`config.mk`:
```
export PLATFORM = sky130hd
export DESIGN_NAME = psum_sched
export DESIGN_NICKNAME = d
export VERILOG_FILES = /design/src/rtl/psum_sched.sv
export SDC_FILE = /design/constraint.sdc
export NUM_CORES = 1
export LEC_CHECK = 0
export ABC_AREA = 1
export BUFFER_PORTS_ARGS = -buffer_cell sky130_fd_sc_hd__buf_4
export CAP_MARGIN = 20
export CELL_PAD_IN_SITES_DETAIL_PLACEMENT = 1
export CELL_PAD_IN_SITES_GLOBAL_PLACEMENT = 1
export CORE_AREA = 3 3 76 78
export CTS_CLUSTER_DIAMETER = 50
export DETAILED_ROUTE_END_ITERATION = 6
export DIE_AREA = 0 0 79 81
export HOLD_SLACK_MARGIN = 0.15
export PLACE_DENSITY_LB_ADDON = 0.1
export SETUP_SLACK_MARGIN = 0.15
export SLEW_MARGIN = 30
export SYNTH_ARGS = -nofsm -noshare
export SYNTH_HDL_FRONTEND = slang
export SYNTH_SLANG_ARGS = --single-unit
```
`constraint.sdc`:
```
create_clock -name clk -period 2.9 [get_ports clk]
set_input_delay 0.58 -clock clk [delete_from_list [all_inputs] [get_ports clk]]
set_output_delay 0.58 -clock clk [all_outputs]
set_load 0.1 [all_outputs]
```
`src/rtl/psum_sched.sv`:
```
// Round-robin scheduler: grants one PE row at a time, sums GROUP_LEN psums from it,
// and presents the group sum with the row ID. Define PSUM_SCHED_SAT_EN for saturating adds.
module psum_sched #(
  parameter int NUM_REQ   = 4,
  parameter int DATA_W    = 8,
  parameter int GROUP_LEN = 3,
  parameter int ID_W      = $clog2(NUM_REQ)
) (
  input  logic                      clk,
  input  logic                      rst,
  input  logic                      en,
  input  logic [NUM_REQ-1:0]        req_valid,
  input  logic [NUM_REQ*DATA_W-1:0] req_data,
  output logic [NUM_REQ-1:0]        req_ready,
  output logic                      out_valid,
  input  logic                      out_ready,
  output logic [DATA_W-1:0]         out_data,
  output logic [ID_W-1:0]           out_id,
  output logic                      busy
);

  localparam int CNT_W = $clog2(GROUP_LEN);

  typedef enum logic [1:0] {IDLE, COLLECT, OUTPUT} state_t;

  state_t            state, state_nxt;
  logic [DATA_W-1:0] acc;
  logic [CNT_W-1:0]  cnt;
  logic [ID_W-1:0]   grant_id;
  logic [ID_W-1:0]   last_grant;
  logic [ID_W-1:0]   pick_id;
  logic              pick_vld;
  logic [DATA_W-1:0] beat_data;
  logic [DATA_W-1:0] sum;
  logic              beat;
  logic              last_beat;
  logic              out_fire;

  function automatic logic [DATA_W-1:0] add_psum(input logic [DATA_W-1:0] a,
                                                 input logic [DATA_W-1:0] b);
`ifdef PSUM_SCHED_SAT_EN
    logic [DATA_W:0] s;
    s = {1'b0, a} + {1'b0, b};
    return s[DATA_W] ? '1 : s[DATA_W-1:0];
`else
    return a + b;
`endif
  endfunction

  // Search downward so the smallest offset past last_grant is the final winner.
  always_comb begin
    // NOTE: default every always_comb output first so no path leaves it unassigned (no latch).
    pick_vld = 1'b0;
    pick_id  = '0;
    for (int i = NUM_REQ; i >= 1; i--) begin
      if (req_valid[(int'(last_grant) + i) % NUM_REQ]) begin
        pick_vld = 1'b1;
        pick_id  = ID_W'((int'(last_grant) + i) % NUM_REQ);
      end
    end
  end

  assign beat_data = req_data[int'(grant_id)*DATA_W +: DATA_W];
  assign beat      = (state == COLLECT) && en && req_valid[grant_id];
  assign last_beat = beat && (cnt == CNT_W'(GROUP_LEN - 1));
  assign sum       = add_psum(acc, beat_data);
  assign out_fire  = out_valid && out_ready;
  assign busy      = (state != IDLE);

  // Ready comes from registered grant and en only, never from req_valid.
  always_comb begin
    req_ready = '0;
    if (state == COLLECT && en) req_ready[grant_id] = 1'b1;
  end

  always_comb begin
    state_nxt = state;
    case (state)
      IDLE:    if (en && pick_vld) state_nxt = COLLECT;
      COLLECT: if (last_beat)      state_nxt = OUTPUT;
      OUTPUT:  if (out_fire)       state_nxt = IDLE;
      default:                     state_nxt = IDLE;
    endcase
  end

  always_ff @(posedge clk or negedge rst) begin
    // NOTE: registers use non-blocking assignment so every flop samples pre-edge values.
    if (!rst) state <= IDLE;
    else      state <= state_nxt;
  end

  always_ff @(posedge clk or negedge rst) begin
    if (!rst) begin
      acc        <= '0;
      cnt        <= '0;
      grant_id   <= '0;
      last_grant <= ID_W'(NUM_REQ - 1);
      out_valid  <= 1'b0;
      out_data   <= '0;
      out_id     <= '0;
    end else begin
      case (state)
        IDLE: begin
          if (en && pick_vld) begin
            grant_id <= pick_id;
            acc      <= '0;
            cnt      <= '0;
          end
        end
        COLLECT: begin
          if (beat) begin
            acc <= sum;
            cnt <= cnt + 1'b1;
            if (last_beat) begin
              out_data  <= sum;
              out_id    <= grant_id;
              out_valid <= 1'b1;
            end
          end
        end
        OUTPUT: begin
          // en is deliberately ignored here so a finished result always drains.
          if (out_fire) begin
            out_valid  <= 1'b0;
            last_grant <= grant_id;
          end
        end
        default: ;
      endcase
    end
  end

endmodule

```
* After elaboration in Yosys (flattened, before gate mapping) *
Cells that the tools add are included.

storage, ports and cells
  flip-flop bits (word level) = 27
  word-level logic and storage cells = 91
  bits in read-only memories = 0
  RAM bits = 0
  memories kept = 0
  bits in latches = 0
  input port bits = 40
  output and inout port bits = 16

cells by class
  multiplexer cells = 39
  order comparisons = 6
  divide/modulo/power cells = 0
  reduce and logical (&&, ||, !) cells = 20
  $mul = 0
  add/sub/neg operators = 6
  shift-type cells = 1
  equality and inequality tests = 7
  bitwise logic cells = 4

operators by type and width
  kind                   number
  $shiftx A32 B6 Y8      1
  $mux W2                9
  $mux W1                17
  $lt A3 B4 Y1 const B   4
  $mux W8                2
  $pmux W8 S2            1
  $bmux W1 S2            5
  $reduce_and A3 Y1      3
  $add A8 B8 Y8          1
  $ne A2 B2 Y1 const B   4
  $reduce_or A2 Y1       4
  $add A2 B1 Y2 const B  3
  $logic_and A1 B1 Y1    6
  $pmux W2 S3            1
  $reduce_bool A2 Y1     3
  $add A2 B2 Y2 const B  2
  $and A1 B1 Y1 const A  4
  $eq A2 B2 Y1 const B   2
  $mux W4                1
  $pmux W2 S2            1
  $reduce_and A2 Y1      2
  $reduce_and A4 Y1      1
  $lt A2 B3 Y1 const B   1
  $demux W1 S2           1
  4 further kinds        4

* Longest topological paths before layout *
  depth in word-level cells = 13
  gate-level depth with buffers = 14
  mapped depth without buffers = 13

* Worst setup path before layout *
Ideal clock, no wire load.

  path type = input -> output
  start point = in en
  end point = out req_ready[0]
  arrival = 2.951 ns
  setup slack = -0.631 ns
  required time = 2.320 ns
  stages = 4
  buffers on the path = 0
  cell sequence = inv_1 > nor2_1 > inv_1 > nor3_1

between the ends
  cells in the longest elaborated chain, start to end = 2

ends and longest elaborated chain
  item                 RTL line  RTL
  start: declaration   11        input logic en,
  $logic_and A1 B1 Y1  73        if (state == COLLECT && en) req_ready[grant_id] = 1'b1;
  $mux W4              73
  end: declaration     14        output logic [NUM_REQ-1:0] req_ready,

Every way passes these cells.

* Final worst setup path *
  start point = reg grant_id[0]
  end point = reg acc[6]

between the ends
  cells in the longest elaborated chain, start to end = 5
  elaborated cells between the ends (all ways) = 9
  classes of those cells = 1 x add/sub; 1 x eq/ne; 1 x shift; 4 x mux; 2 x reduce/logical

ends and longest elaborated chain
  item                                                                   RTL line  RTL
  start: declaration                                                     29        logic [ID_W-1:0] grant_id;
  start signal: assignment                                               105       grant_id <= pick_id;
  parallel branches: the longest is 5 deep, another holds $add A8 B8 Y8  --
  end signal: assignment                                                 112       acc <= sum;
  end: declaration                                                       27        logic [DATA_W-1:0] acc;

Several ways; the timed one is not identified. The select of a mux whose other input is x is not followed.
A chain may end at the register's enable or synchronous reset.

==> impl_results.md <==
- Outcome: completed
- Synth area leader: dfrtp_1
- Die width: 79 µm
- Top cells by area, synth: dfrtp_1, nand2_1, nand3_1
- Slew HR: 0.617
- Row count: 26
- WL per Instance: 14.1 µm
- CP Launch Type: register
- Final Util: 0.462
- Non-filler cells in the finished layout: 389
- Final count of hold timing violations: 0
- Setup violators final: 0
- Design area: 2370 µm²
- Die Span Y: 81 µm
- Sw Share: 0.594
- Final antenna-violating net count: 0
- Quantity of gates resized following cts: 0
- Setup crit end kind: register
- Crit path DAT: 2520 ps
- DP Worst Slack: 543 ps
- Max Buffers Root-to-Sink: 2
- Ys Warns: 0
- Leak: 1.36 nW
- Fmax: 0.425 GHz
- Root Buffer: clkbuf_8
- Reg power frac: 0.225
- Hold Slack: 214 ps
- Synth Flop Type: dfrtp_1
- Clk_lat worst skew: 270 ps
- Hold-fix buffers, CTS: 0
- Post-synthesis async set-or-reset flop share: 1.00
- Pwr Total: 2.98 mW
- Area Overhead vs Synth: 27.3%
- Pwr/cell area: 1250 nW/µm²
- Vias in the first global route: 1952
- TritonCTS buffer count: 3
- Worst setup margin: 548 ps
- Initial DRT Pass Iterations: 4
- Final Max Tran Viols: 0
- Via count: 1884
- Worst endpoint required time: 3070 ps
- Maxcap violations: 0
- P_int: 1.21 mW
- Initial core utilization: 0.363
- CP Class: reg -> reg
- Share of layout cells above drive strength 1: 0.232
- Top-Level Pins: 56
- Mapped Avg Cell Area: 7.04 µm²
- Synth Instances: 265
- NetSw: 1.77 mW
- Area share of the leading cell type in the synthesized netlist: 0.335
- Clock Power Share: 0.072
- DRT Wirelength: 5480 µm
- Post-CTS setup buffers: 0
- Comb pwr share: 0.704
- Final net count: 369
- Period Utilization, post-route: 0.811
- Grt ovf: 0
- H-Tree Depth: 1
- Syn nets: 314
- Overall Global Routing Usage: 0.184
- CTS sink count: 27
- Placed insts: 385
- Number of synthesized flops with an enable pin: 0
- Setup TNS: 0 ps
- Synth cell types: 27
- HPWL after DPL: 4410 µm
- IO buf count: 55
- Clock transition at the registers of the reported paths: 100 ps
- Vias/cell: 4.84
- Routability congestion estimate: 0.797
- Die Area: 6400 µm²
- RSZ-0062 raised after global routing: false
- Initial antenna violation count: 0
- Synth Register Bits: 27
- Most frequent cell after synthesis: nand2_1
- HP Class: in -> async
- IR drop worst, VDD: 0.000735 V
- R2R cell count: 12
- Synth cell count leaders: nand2_1, nand3_1, dfrtp_1
- CTS tree: yes
- Largest net degree at the start of global routing: 28
- DP Area: 2330 µm²
- Global-route wire length before repair: 9460 µm
- Synthesized area: 1870 µm²
- N_diodes: 0
- Post-route clock skew: 5.82 ps
- Highest net fanout along the worst path: 8
- Core Box Area: 5140 µm²
- Slew @ Worst Pin: 573 ps
- Sequential area share after synthesis: 0.364
- DRC errors left: 0
- Post-route minimum period: 2350 ps
- Iter 0 DRT Violations: 43
layer usage:
layer | track usage | vias to the layer above | wire, µm
met5 | 0 | - | 0
met4 | 0.0515 | 0 | 58
met3 | 0.0166 | 4 | 246
met2 | 0.290 | 44 | 2370
met1 | 0.270 | 879 | 2810
li1 | - | 957 | -
flip-flops by register name, summed over array words and instances (netlist names):
register    cells
acc             8
cnt             2
grant_id        2
last_grant      2
out_data        8
out_id          2
out_valid       1
state           2
cell usage in the layout, fill, tap and decap left out, drive strengths merged:
master,Yosys,layout
nand4,4,4
nand3,27,27
nor2,15,15
clkbuf,0,3
xor2,4,4
nand2,119,119
or2,1,1
nor3,3,3
nand3b,1,1
clkinv,1,2
a22oi,10,10
buf,5,55
dfstp,2,2
dfrtp,25,25
and2,1,1
o21ai,7,7
fa,1,1
ha,8,8
a21oi,6,6
inv,25,25
power by group through the flow:
stage	Clock (mW)	Sequential, mW	Combinational, mW
final	0.214	0.669	2.10
after global routing	0.238	0.697	2.31
after CTS	0.223	0.670	2.12
after detailed placement	0	0.675	2.11
after global placement	0	0.671	2.07
after floorplan	0	1.12	1.18
worst max-delay path, stage by stage, from the launching register on:
cell	delay [ps]
dfrtp_1	520
inv_2	160
nor2_2	100
a22oi_1	170
nand3_1	110
ha_1	230
fa_1	460
nand4_1	150
nand3_1	90
nand2_1	60
nand2_1	70
nand2_1	70
nand2_1	60
layout make-up:
class,instances,area [µm²]
fillers,713,2770
clock buffers,3,41.3
well taps,70,87.6
flip-flops and latches,27,678
repair buffers,55,413
clock inverters,1,5.00
inverters,26,100
multi-input cells,207,1050
final timing paths:
path                       slack, ps        start            end
setup / recovery                 550  grant_id[0]         acc[6]
hold / removal                   210          rst         cnt[0]
setup reg to reg                 550  grant_id[0]         acc[6]
hold reg to reg                  490  out_data[6]    out_data[6]
max in group asynchronous       2380          rst  last_grant[0]
min in group clk                 490  out_data[6]    out_data[6]
logic make-up (layout without fill, tap and decap cells):
logic type                 Yosys count  count (layout)  share of synthesized area
adders and majority gates            9               9                     0.0644
xor gates and xnor gates             4               4                     0.0188
buffers and inverters               31              85                     0.0738
AOI/OAI and AO/OA                   23              23                     0.0751
DFF                                 27              27                      0.364
and+or+nand+nor                    171             171                      0.404
(Power assumes the default switching activity.)
